[config.mk]
export PLATFORM = sky130hd
export DESIGN_NAME = alu_seq_exec
export DESIGN_NICKNAME = d
export VERILOG_FILES = /design/src/rtl/alu_seq_exec.sv
export SDC_FILE = /design/constraint.sdc
export NUM_CORES = 1
export LEC_CHECK = 0
export BUFFER_PORTS_ARGS = -buffer_cell sky130_fd_sc_hd__buf_2
export CAP_MARGIN = 20
export CORE_ASPECT_RATIO = 0.6
export CORE_MARGIN = 2
export CORE_UTILIZATION = 35
export CTS_BUF_LIST = sky130_fd_sc_hd__clkbuf_4 sky130_fd_sc_hd__clkbuf_8
export DETAILED_ROUTE_END_ITERATION = 7
export GPL_ROUTABILITY_DRIVEN = 1
export PLACE_DENSITY = 0.5
export SYNTH_ARGS = -nofsm -noshare
export SYNTH_HDL_FRONTEND = slang
export SYNTH_SLANG_ARGS = --single-unit
[constraint.sdc]
create_clock -name clk -period 2.9 [get_ports clk]
set_input_delay 0.145 -clock clk [delete_from_list [all_inputs] [get_ports clk]]
set_output_delay 0.145 -clock clk [all_outputs]
set_load 0.01 [all_outputs]
[src/rtl/alu_seq_exec.sv]
// alu_seq_exec: multi-cycle execute-stage ALU feeding the flag register.
// One operation is accepted per start pulse while idle. ADD/SUB/XOR/PADDSB
// and illegal opcodes finish one cycle after accept. Shifts and rotates
// step one bit per cycle. Completion raises done for exactly one cycle,
// together with the Z/N/V values and their per-flag write enables.
//
// Ports:
//   clk, rst            clock, asynchronous active-high reset
//   start, opcode, a, b request and operands (sampled only while idle)
//   busy                operation in flight
//   done                one-cycle completion pulse
//   result              last completed result, held between operations
//   z_out, n_out, v_out flag values, held until their enable pulses
//   en_z, en_n, en_v    one-cycle flag write enables, only with done
module alu_seq_exec #(
  parameter int unsigned WIDTH = 16
) (
  input  logic             clk,
  input  logic             rst,
  input  logic             start,
  input  logic [3:0]       opcode,
  input  logic [WIDTH-1:0] a,
  input  logic [WIDTH-1:0] b,
  output logic             busy,
  output logic             done,
  output logic [WIDTH-1:0] result,
  output logic             z_out,
  output logic             n_out,
  output logic             v_out,
  output logic             en_z,
  output logic             en_n,
  output logic             en_v
);

  localparam int unsigned CNT_W  = 4;
  localparam int unsigned LANE_W = 4;
  localparam int unsigned LANES  = WIDTH / LANE_W;

  localparam logic [0:0] IDLE = 1'b0;
  localparam logic [0:0] RUN  = 1'b1;

  localparam logic [3:0] OP_ADD    = 4'b0000;
  localparam logic [3:0] OP_SUB    = 4'b0001;
  localparam logic [3:0] OP_XOR    = 4'b0010;
  localparam logic [3:0] OP_SLL    = 4'b0100;
  localparam logic [3:0] OP_SRA    = 4'b0101;
  localparam logic [3:0] OP_ROR    = 4'b0110;
  localparam logic [3:0] OP_PADDSB = 4'b0111;

  localparam logic [WIDTH-1:0] SAT_MAX = {1'b0, {(WIDTH-1){1'b1}}};
  localparam logic [WIDTH-1:0] SAT_MIN = {1'b1, {(WIDTH-1){1'b0}}};

  logic [0:0]       state, state_nxt;
  logic [3:0]       op_q, op_nxt;
  logic [CNT_W-1:0] cnt_q, cnt_nxt;
  logic [WIDTH-1:0] acc_q, acc_nxt;
  logic             vpend_q, vpend_nxt;
  logic             done_nxt, en_z_nxt, en_n_nxt, en_v_nxt;
  logic [WIDTH-1:0] result_nxt;
  logic             z_nxt, n_nxt, v_nxt;

  // Sign-extended sum/difference; the extra bit exposes signed overflow.
  logic [WIDTH:0] add_ext, sub_ext;
  logic           add_ovf, sub_ovf;

  assign add_ext = {a[WIDTH-1], a} + {b[WIDTH-1], b};
  assign sub_ext = {a[WIDTH-1], a} - {b[WIDTH-1], b};
  assign add_ovf = add_ext[WIDTH] ^ add_ext[WIDTH-1];
  assign sub_ovf = sub_ext[WIDTH] ^ sub_ext[WIDTH-1];

  assign busy = (state == RUN);

  // Clamp a sign-extended sum: the top bit gives the true sign on overflow.
  function automatic logic [WIDTH-1:0] sat16(input logic [WIDTH:0] s);
    if (s[WIDTH] != s[WIDTH-1]) return s[WIDTH] ? SAT_MIN : SAT_MAX;
    return s[WIDTH-1:0];
  endfunction

  // Four independent signed nibble adds, each saturating to 0x7 / 0x8.
  function automatic logic [WIDTH-1:0] paddsb(input logic [WIDTH-1:0] x,
                                              input logic [WIDTH-1:0] y);
    logic [LANE_W:0]  s;
    logic [WIDTH-1:0] r;
    r = '0;
    for (int i = 0; i < LANES; i++) begin
      s = {x[LANE_W*i+LANE_W-1], x[LANE_W*i +: LANE_W]}
        + {y[LANE_W*i+LANE_W-1], y[LANE_W*i +: LANE_W]};
      if (s[LANE_W] != s[LANE_W-1])
        r[LANE_W*i +: LANE_W] = s[LANE_W] ? 4'h8 : 4'h7;
      else
        r[LANE_W*i +: LANE_W] = s[LANE_W-1:0];
    end
    return r;
  endfunction

  // Register stage: all state and all outputs.
  always_ff @(posedge clk or posedge rst) begin
    if (rst) begin
      state   <= IDLE;
      op_q    <= '0;
      cnt_q   <= '0;
      acc_q   <= '0;
      vpend_q <= 1'b0;
      done    <= 1'b0;
      result  <= '0;
      z_out   <= 1'b0;
      n_out   <= 1'b0;
      v_out   <= 1'b0;
      en_z    <= 1'b0;
      en_n    <= 1'b0;
      en_v    <= 1'b0;
    end else begin
      state   <= state_nxt;
      op_q    <= op_nxt;
      cnt_q   <= cnt_nxt;
      acc_q   <= acc_nxt;
      vpend_q <= vpend_nxt;
      done    <= done_nxt;
      result  <= result_nxt;
      z_out   <= z_nxt;
      n_out   <= n_nxt;
      v_out   <= v_nxt;
      en_z    <= en_z_nxt;
      en_n    <= en_n_nxt;
      en_v    <= en_v_nxt;
    end
  end

  // Next-state and output logic.
  always_comb begin
    state_nxt  = state;
    op_nxt     = op_q;
    cnt_nxt    = cnt_q;
    acc_nxt    = acc_q;
    vpend_nxt  = vpend_q;
    done_nxt   = 1'b0;
    en_z_nxt   = 1'b0;
    en_n_nxt   = 1'b0;
    en_v_nxt   = 1'b0;
    result_nxt = result;
    z_nxt      = z_out;
    n_nxt      = n_out;
    v_nxt      = v_out;

    case (state)
      IDLE: begin
        if (start) begin
          state_nxt = RUN;
          op_nxt    = opcode;
          cnt_nxt   = '0;
          vpend_nxt = 1'b0;
          case (opcode)
            OP_ADD: begin
              acc_nxt   = sat16(add_ext);
              vpend_nxt = add_ovf;
            end
            OP_SUB: begin
              acc_nxt   = sat16(sub_ext);
              vpend_nxt = sub_ovf;
            end
            OP_XOR:    acc_nxt = a ^ b;
            OP_SLL, OP_SRA, OP_ROR: begin
              acc_nxt = a;
              cnt_nxt = b[CNT_W-1:0];
            end
            OP_PADDSB: acc_nxt = paddsb(a, b);
            default:   acc_nxt = '0;
          endcase
        end
      end

      RUN: begin
        if (cnt_q != '0) begin
          cnt_nxt = cnt_q - CNT_W'(1);
          case (op_q)
            OP_SLL:  acc_nxt = {acc_q[WIDTH-2:0], 1'b0};
            OP_SRA:  acc_nxt = {acc_q[WIDTH-1], acc_q[WIDTH-1:1]};
            OP_ROR:  acc_nxt = {acc_q[0], acc_q[WIDTH-1:1]};
            default: acc_nxt = acc_q;
          endcase
        end else begin
          state_nxt  = IDLE;
          done_nxt   = 1'b1;
          result_nxt = acc_q;
          case (op_q)
            OP_ADD, OP_SUB: begin
              en_z_nxt = 1'b1;
              en_n_nxt = 1'b1;
              en_v_nxt = 1'b1;
              z_nxt    = (acc_q == '0);
              n_nxt    = acc_q[WIDTH-1];
              v_nxt    = vpend_q;
            end
            OP_XOR, OP_SLL, OP_SRA, OP_ROR: begin
              en_z_nxt = 1'b1;
              z_nxt    = (acc_q == '0);
            end
            default: ;
          endcase
        end
      end

      default: state_nxt = IDLE;
    endcase
  end

endmodule

After elaboration in Yosys (flattened, before gate mapping):

Index checks and enable logic that the tools add are counted.

* bitwise gates (word level): 5
* reduce and logical (&&, ||, !) cells: 14
* eq/ne operators: 22
* multiplexer cells: 43
* add/sub/neg operators: 7

Operators by type and width (number)
* two-way mux 16 bit: 8
* one-hot mux 16 bit (5 select lines): 1
* one-hot mux 16 bit (3 select lines): 1
* two-way mux 4 bit: 11
* one-hot mux 16 bit (2 select lines): 1
* == test 4 x 3 -> 1 bit, second input constant: 7
* adder 4 x 4 -> 5 bit: 4
* two-way mux 1 bit: 18
* adder 16 x 16 -> 17 bit: 1
* subtractor 16 x 16 -> 17 bit: 1
* logical NOT 16 bit: 1
* bitwise XOR 16 bit: 1
* AND reduction 3 bit: 3
* == test 4 x 1 -> 1 bit, second input constant: 2
* == test 4 x 2 -> 1 bit, second input constant: 2
* logical NOT 4 bit: 2
* one-hot mux 4 bit (2 select lines): 1
* inequality test 1 bit: 6
* AND reduction 2 bit: 3
* OR reduction 6 bit: 1
* inequality test 2 bit, second input constant: 2
* inequality test 4 x 1 -> 1 bit, second input constant: 1
* one-hot mux 1 bit (2 select lines): 2
* AND reduction 4 bit: 1
* 8 further kinds: 10

* register bits after elaboration: 48
* word-level logic and storage cells: 104
* output and inout bits: 24
* bits of input ports: 39

Logic depth before layout (Yosys ltp):

Gate-level depths: netlist (run 1).

* word-level depth: 10
* depth in mapped cells: 13
* gate-level depth less buffers: 12

Least setup slack after synthesis (run 1):

Ideal clock, no wire load.

* path kind: input to register
* start point: input b[9]
* end point: register acc_q[7]
* required time: 2.770 ns
* buffers on the path: 1
* setup time: 0.130 ns
* path slack: 0.129 ns
* stages on the path: 12
* data arrival time: 2.641 ns
* cell sequence: inv_1 ha_1 clkbuf_8 or3_2 a211o_1 a2bb2oi_2 and3_1 nor2_1 xor2_4 a21oi_1 a2111oi_1 o21ai_1

* longest elaborated chain between the ends: 10
* elaborated cells on any way between the ends: 21
* those cells by class: add/sub: 2; eq/ne: 2; mux: 17

Ends and longest elaborated chain
* start, declared: line 23 `input logic [WIDTH-1:0] b,`
* subtractor 16 x 16 -> 17 bit / adder 16 x 16 -> 17 bit (equally long branches): line 67, 66
* inequality test 1 bit: line 75 `if (s[WIDTH] != s[WIDTH-1]) return s[WIDTH] ? SAT_MIN : SAT_MAX;`
* two-way mux 1 bit: line 75
* two-way mux 1 bit: line 152 `case (opcode)`
* two-way mux 1 bit: line 147 `if (start) begin`
* two-way mux 1 bit: line 145 `case (state)`
* two-way mux 16 bit: line 76 `return s[WIDTH-1:0];`
* one-hot mux 16 bit (5 select lines) (*): line 152
* two-way mux 16 bit (*): line 147
* one-hot mux 16 bit (2 select lines) (*): line 145
* end signal, assigned: line 116 `acc_q <= acc_nxt;`
* end, declared: line 56 `logic [WIDTH-1:0] acc_q, acc_nxt;`

Every way passes the cells marked *; elsewhere a longest branch is shown, timed or not. The select of a mux whose other input is x is not followed.
A chain may end at the register's enable or synchronous reset.

Final worst setup path (run 1):

* start point: input a[0]
* end point: register acc_q[3]

* longest elaborated chain between the ends: 10
* elaborated cells on any way between the ends: 25
* those cells by class: add/sub: 3; eq/ne: 3; mux: 19

Ends and longest elaborated chain
* start, declared: line 22 `input logic [WIDTH-1:0] a,`
* subtractor 16 x 16 -> 17 bit / adder 16 x 16 -> 17 bit (equally long branches): line 67, 66
* inequality test 1 bit: line 75
* two-way mux 1 bit: line 75
* two-way mux 1 bit: line 152
* two-way mux 1 bit: line 147
* two-way mux 1 bit: line 145
* two-way mux 16 bit: line 76
* one-hot mux 16 bit (5 select lines) (*): line 152
* two-way mux 16 bit (*): line 147
* one-hot mux 16 bit (2 select lines) (*): line 145

Marks and branches as above.

==> results of run 1 <==
==> power breakdown <==
group	internal, mW	leakage [nW]	total (mW)	switching [mW]
Sequential	0.927	0.619	1.18	0.250
Combinational	1.05	2.16	2.34	1.29
Clock	0.194	0.0434	0.447	0.254
Total	2.17	2.83	3.96	1.79
==> worst paths after layout <==
path                                          end  cells after the start
max in group asynchronous   result[3]$_DFFE_PP0P_                      4
hold reg to reg               vpend_q$_DFFE_PP0P_                      1
setup / recovery             acc_q[3]$_DFFE_PP0P_                     15
min in group asynchronous  result[11]$_DFFE_PP0P_                      3
hold / removal               cnt_q[0]$_DFFE_PP0P_                      3
setup reg to reg            acc_q[14]$_DFFE_PP0P_                     10
==> cell families after synthesis <==
group,share of synthesized area [%]
compound gates,26.88
buf+inv,7.379
flops,23.85
mux,8.124
simple gates,17.89
fa+ha+maj,10.63
xor+xnor,5.242
==> cell usage after synthesis (4+ instances only) <==
master | count | area (sq um)
o21ai_1 | 4 | 20.02
a211oi_1 | 11 | 82.58
a2111oi_1 | 5 | 50.05
nor2b_1 | 9 | 56.30
nand3_1 | 7 | 35.03
mux2i_1 | 15 | 150.1
o221ai_1 | 4 | 35.03
clkbuf_1 | 16 | 60.06
inv_1 | 44 | 165.2
a31oi_1 | 7 | 43.79
o31ai_1 | 5 | 37.54
fa_1 | 5 | 100.1
ha_1 | 34 | 425.4
nor3_1 | 8 | 40.04
nor2_1 | 60 | 225.2
o21a_1 | 12 | 90.09
buf_6 | 4 | 45.04
and2_1 | 4 | 25.02
buf_2 | 4 | 20.02
o21bai_1 | 9 | 67.56
nor4_1 | 11 | 68.82
o21ai_0 | 27 | 135.1
clkbuf_8 | 4 | 55.05
a21oi_1 | 54 | 270.3
xnor2_1 | 25 | 219.0
mux2_2 | 23 | 259.0
nand2_1 | 42 | 157.7
a221oi_1 | 4 | 35.03
nand2b_1 | 7 | 43.79
nand4_1 | 5 | 31.28
dfrtp_1 | 48 | 1201
o22ai_1 | 8 | 50.05
a21o_1 | 5 | 37.54
or2_2 | 4 | 25.02
==> repair_timing <==
action,CTS,global route
hold buffers,0,1
buffers inserted,0,0
endpoints found under the hold margin,0,8
setup endpoints to repair,2,4
resized for setup,1,5
==> per-stage QoR <==
step / util (%) / instances / setup slack [ns] / hold WS (ns)
2_1_floorplan: - / 605 / 0.1289 / 0.2967
3_3_place_gp: 43.92 / 922 / -0.4703 / 0.4393
3_5_place_dp: 43.92 / 922 / -0.4259 / 0.4637
4_1_cts: 44.66 / 930 / 0.04534 / 0.1271
5_1_grt: 45.14 / 932 / 0.009321 / 0.1459
6_report: 45.14 / 932 / 0.1102 / 0.1342
==> metal layers <==
metal	share of wire, %	global-route usage [%]
met5	0	0
met4	0.63	2.797
met3	6.9	3.859
met2	41	32.75
met1	51	35.46
==> worst min-delay path, cell delays in order <==
cell and delay [ns]:
buf_2 0.10, nand4_1 0.09, o211ai_1 0.08
==> state kept, by name, summed over array words and instances, names as in the netlist <==
name / flops
acc_q: 16
busy: 1
cnt_q: 4
done: 1
en_v: 1
en_z: 1
n_out: 1
op_q: 4
result: 16
v_out: 1
vpend_q: 1
z_out: 1
==> cells in the final DEF, fill, tap and decap left out, drive strengths merged, types with 11 or more instances in the layout <==
| master | instances |
|---|---|
| o21ai | 31 |
| a21oi | 54 |
| nor4 | 12 |
| nor2 | 62 |
| xnor2 | 25 |
| mux2 | 23 |
| inv | 44 |
| nand2 | 43 |
| ha | 34 |
| mux2i | 15 |
| a211oi | 11 |
| dfrtp | 48 |
| o21a | 12 |
| buf | 158 |
==> layout make-up <==
class                   instances  share of cell area, %
repair buffers                159                  16.82
clock buffers                   6                  1.319
multi-input cells             481                  55.96
clock inverters                 2                 0.2398
flip-flops and latches         48                  19.18
well taps                     192                  3.836
inverters                      44                  2.637
==> results.sh, run 1 <==
export IMPL_layout_min_cycle_time_ns=2.790
export IMPL_register_area_sq_um=1201
export IMPL_critPathLaunchType="input port"
export IMPL_status="completed"
export IMPL_final_antenna_net_count=0
export IMPL_overflow=0
export IMPL_root_buffer="clkbuf_8"
export IMPL_rsz0062_at_grt="no"
export IMPL_synth_warnings=0
export IMPL_synthDistinctLibCells=80
export IMPL_path_delay_family="compound AO/OA/AOI/OAI gates"
export IMPL_clock_fmax_mhz=358.5
export IMPL_synth_edf_count=0
export IMPL_min_delay_path_class="input port to flop"
export IMPL_num_fill_cells=1431
export IMPL_layout_drive_gt1_share_pct=29.86
export IMPL_wl_per_cell_um=18.84
export IMPL_start_util_pct=36.30
export IMPL_multi_input_area_sq_um=3505
export IMPL_tritoncts="done"
export IMPL_wl_um=17560
export IMPL_finClkSkew_ns=0.006144
export IMPL_tightest_slew_ns=0.9233
export IMPL_rr_startpoint="cnt_q[0]$_DFFE_PP0P_"
export IMPL_fin_nets=817
export IMPL_clkTransAtPathRegs_ns=0.10
export IMPL_crit_path_max_fanout=8
export IMPL_grt_pass1_wl_um=27910
export IMPL_rows=33
export IMPL_synth_top_flop_cell="dfrtp_1"
export IMPL_max_stage_delay_ns=0.41
export IMPL_grtUsageTotal_pct=22.58
export IMPL_place_congestion=0.9224
export IMPL_area_delta_synth_final_pct=24.35
export IMPL_synth_avg_cell_area_sq_um=8.324
export IMPL_boundaryPins=63
export IMPL_syn_cell_area_sq_um=5036
export IMPL_die_area_sq_um=15400
export IMPL_num_antenna_cells=0
export IMPL_cp_common_cell="buf_4"
export IMPL_clk_latency_ns=0.32
export IMPL_synth_seq_area_share_pct=23.85
export IMPL_fin_area_sq_um=6262
export IMPL_finalPower_mw=3.959
export IMPL_ys_ff_latch=48
export IMPL_grt_start_max_net_pins=49
export IMPL_arrival_ns=2.99
export IMPL_rrSetupSlack_ns=0.31
export IMPL_antenna_found_initial=0
export IMPL_netlist_instances=605
export IMPL_drt_iter0_markers=495
export IMPL_mappedNetlistNets=683
export IMPL_maxCapViolCount=0
export IMPL_synth_async_reset_ratio_pct=100.0
export IMPL_cts_buffers=5
export IMPL_critPathBufInv=4
export IMPL_setup_tns_ns=0
export IMPL_h_tree_depth=2
export IMPL_startpoint="a[0]"
export IMPL_path_cells="buf_2, buf_4, ha_1, fa_1, nand2b_1, a2111oi_4, buf_4, a2bb2oi_2, and3_1, or2_2, o21bai_4, buf_4, a21oi_1, a2111oi_1, o21ai_1"
export IMPL_io_buffers=62
export IMPL_clockBufferDepth=2
export IMPL_setup_violations=0
export IMPL_viasPerCell=5.563
export IMPL_fin_crit_sh_pct=96.20
export IMPL_numClockSinks=48
export IMPL_die_x_um=158.9
export IMPL_first_pass_iters=5
export IMPL_power_leakage_nw=2.825
export IMPL_required_ns=3.10
export IMPL_powerDensity_nw_per_um2=632.3
export IMPL_slowest_stage="a2111oi_1"
export IMPL_via_count=5185
export IMPL_placed_cell_area_sq_um=6093
export IMPL_slew_viol_final=0
export IMPL_worstSetupPathType="input port to flop"
export IMPL_hp_start="start"
export IMPL_cp_end_kind="flop"
export IMPL_grt_pass1_vias=5079
export IMPL_core_area_sq_um=13870
export IMPL_vdd_drop_max_mv=0.2837
export IMPL_place_hpwl_um=14150
export IMPL_die_y_um=96.92
export IMPL_slew_headroom_pct=38.32
export IMPL_hold_viol_final=0
export IMPL_remaining_drc_errors=0
No activity file was read; power rests on OpenSTA's default activity.
==> run 2, diff against run 1 <==
--- a/config.mk
+++ b/config.mk
@@ -5,6 +5,7 @@
 export SDC_FILE = /design/constraint.sdc
 export NUM_CORES = 1
 export LEC_CHECK = 0
+export ABC_AREA = 0
 export BUFFER_PORTS_ARGS = -buffer_cell sky130_fd_sc_hd__buf_2
 export CAP_MARGIN = 20
 export CORE_ASPECT_RATIO = 0.6
@@ -14,6 +15,8 @@
 export DETAILED_ROUTE_END_ITERATION = 7
 export GPL_ROUTABILITY_DRIVEN = 1
 export PLACE_DENSITY = 0.5
+export SETUP_SLACK_MARGIN = 0.15
+export SKIP_LAST_GASP = 1
 export SYNTH_ARGS = -nofsm -noshare
 export SYNTH_HDL_FRONTEND = slang
 export SYNTH_SLANG_ARGS = --single-unit
==> run 2 against run 1 <==
Worst setup slack better by 0.13 ns. Critical path depth stayed put. Count of clock-buffer cells in the layout is 1 lower. Worst hold slack better by 0.0084 ns. Routed wire length is 0.76% lower. Global-route usage is 0.33 points lower. Largest cell class unchanged. Highest routed layer unchanged. Critical endpoint is now acc_q[1]$_DFFE_PP0P_. Power is 4.7% higher. Combinational power is 2% higher. First-iteration DRC count is 7.9% higher. Flip-flop and latch count stayed put.
==> results.sh, run 2 (same netlist as run 1, synthesis figures left out) <==
export IMPL_num_antenna_cells=0
export IMPL_layout_drive_gt1_share_pct=32.84
export IMPL_boundaryPins=63
export IMPL_fin_crit_sh_pct=91.67
export IMPL_critPathBufInv=4
export IMPL_clkPwrFrac_pct=13.8
export IMPL_switching_power_mw=1.796
export IMPL_place_congestion=0.8720
export IMPL_maxCapViolCount=0
export IMPL_rows=33
export IMPL_power_leakage_nw=2.891
export IMPL_tritoncts="done"
export IMPL_pre_cts_ws_ns=-0.4147
export IMPL_path_delay_family="compound AO/OA/AOI/OAI gates"
export IMPL_whs_ns=0.1426
export IMPL_comb_power_share_pct=57.6
export IMPL_crit_path_max_fanout=5
export IMPL_wl_per_cell_um=18.64
export IMPL_path_cells="buf_2, ha_1, inv_1, fa_1, o21bai_1, a2111o_1, a2bb2oi_4, and3_4, or2_4, o21bai_4, buf_6, buf_4, o211ai_1, a211oi_2, o221ai_1"
export IMPL_seqPwrFrac_pct=28.6
export IMPL_mostFrequentLayoutCells="94 x buf_4, 62 x buf_2, 58 x nor2_1, 51 x a21oi_1, 48 x dfrtp_1"
export IMPL_numClockSinks=48
export IMPL_remaining_drc_errors=0
export IMPL_arrival_ns=2.84
export IMPL_clockBufferDepth=2
export IMPL_grt_start_max_net_pins=49
export IMPL_overflow=0
export IMPL_antenna_found_initial=0
export IMPL_via_count=5238
export IMPL_start_util_pct=36.30
export IMPL_die_area_sq_um=15400
export IMPL_drt_iter0_markers=534
export IMPL_die_x_um=158.9
export IMPL_final_common_cell="buf_4"
export IMPL_io_buffers=62
export IMPL_cp_end_kind="flop"
export IMPL_swShare_pct=43.33
export IMPL_clk_latency_ns=0.31
export IMPL_setup_ws_ns=0.2416
export IMPL_powerDensity_nw_per_um2=637.9
export IMPL_viasPerCell=5.602
export IMPL_setup_violations=0
export IMPL_max_stage_delay_ns=0.45
export IMPL_die_y_um=96.92
export IMPL_area_delta_synth_final_pct=28.99
export IMPL_worstSetupPathType="input port to flop"
export IMPL_tightest_slew_ns=0.9221
export IMPL_clock_fmax_mhz=376.2
export IMPL_slew_headroom_pct=38.40
export IMPL_clkTransAtPathRegs_ns=0.09
export IMPL_finClkSkew_ns=0.005930
export IMPL_cts_buffers=5
export IMPL_critPathLaunchType="input port"
export IMPL_slowest_stage="a2111o_1"
export IMPL_min_delay_path_class="input port to flop"
export IMPL_grt_pass1_wl_um=27370
export IMPL_core_area_sq_um=13870
export IMPL_h_tree_depth=2
export IMPL_place_hpwl_um=13690
export IMPL_grt_pass1_vias=4927
export IMPL_rsz0062_at_grt="no"
export IMPL_required_ns=3.08
export IMPL_hold_viol_final=0
export IMPL_vdd_drop_max_mv=0.3560
export IMPL_internal_power_mw=2.348
export IMPL_fin_area_sq_um=6496
export IMPL_grtUsageTotal_pct=22.26
export IMPL_final_antenna_net_count=0
export IMPL_fin_nets=821
export IMPL_wl_um=17430
export IMPL_first_pass_iters=6
export IMPL_root_buffer="clkbuf_8"
export IMPL_reg_top3="acc_q x16, result x16"
export IMPL_placed_cell_area_sq_um=6091
export IMPL_layout_min_cycle_time_ns=2.658
export IMPL_slew_viol_final=0
export IMPL_status="completed"
-- run 2: cell types whose count changed in the layout (fill, tap and decap cells not counted), sizes merged --
| cell | before | now |
|---|---|---|
| buf | 158 | 162 |
| clkinvlp | 2 | 0 |
| clkbuf | 6 | 5 |
| bufinv | 0 | 2 |
-- run 2: area by class of cell --
| type | instances | area, sq um |
|---|---|---|
| multi-input combinational | 481 | 3650 |
| fill | 1385 | 7377 |
| clock buffer | 5 | 68.82 |
| tap | 192 | 240.2 |
| inverter | 44 | 165.2 |
| sequential | 48 | 1201 |
| clock inverter | 2 | 60.06 |
| timing repair buffer | 163 | 1111 |
-- run 2: repair_timing --
item                                    in CTS  in global routing
pin swaps                                    0                 16
gates resized for setup                      6                 32
buffers inserted                             0                  6
hold endpoints to repair                     0                  6
endpoints found under the setup margin       6                 17
hold buffers                                 0                  1
-- run 2: per-layer routing --
metal  GRT usage [%]  vias up  share of wire, %
met3           3.988       10               8.7
met4           2.937        0              0.71
met1           35.47     2544                50
met5               0        -                 0
met2           31.34      196                40
li1                -     2488                 -
-- run 2: power by group through the flow --
stage          sequential [mW]  combinational, mW  clock [mW]
6_report                  1.18               2.39       0.574
5_1_grt                   1.23               2.60       0.609
4_1_cts                   1.18               2.29       0.584
3_5_place_dp              1.19               2.26           0
3_3_place_gp              1.18               2.24           0
2_1_floorplan             1.16               1.46           0
-- run 2: worst register-to-register path: stages, from the launching register on --
cell and delay [ns]:
dfrtp_1 0.37, inv_1 0.09, ha_1 0.20, or3b_2 0.20, inv_1 0.07, nor2_2 0.28
o21ai_1 0.32, buf_4 0.28, nor2_1 0.39, nor2_1 0.09, a31oi_1 0.18
-- run 2: metrics by stage --
step / std cells / utilization [%] / power (mW) / TNS, ns
CTS: 927 / 45.08 / 4.046 / 0
global route: 935 / 46.83 / 4.432 / 0
floorplan: 605 / - / 2.613 / 0
detailed placement: 920 / 43.90 / 3.450 / -2.420
global placement: 920 / 43.90 / 3.423 / -1.884
finish: 935 / 46.83 / 4.144 / 0
-- run 2: worst paths after layout --
path                                  startpoint                      to  slack (ns)  cells after the start
min reg2reg                result[8]$_DFFE_PP0P_   result[8]$_DFFE_PP0P_        0.51                      1
max                                         a[4]    acc_q[1]$_DFFE_PP0P_        0.24                     15
min in group asynchronous                    rst  result[14]$_DFFE_PP0P_        0.27                      3
min                                        start    cnt_q[0]$_DFFE_PP0P_        0.14                      3
max in group asynchronous                    rst    cnt_q[2]$_DFFE_PP0P_        2.18                      4
max reg2reg                 cnt_q[0]$_DFFE_PP0P_   acc_q[14]$_DFFE_PP0P_        0.33                     10
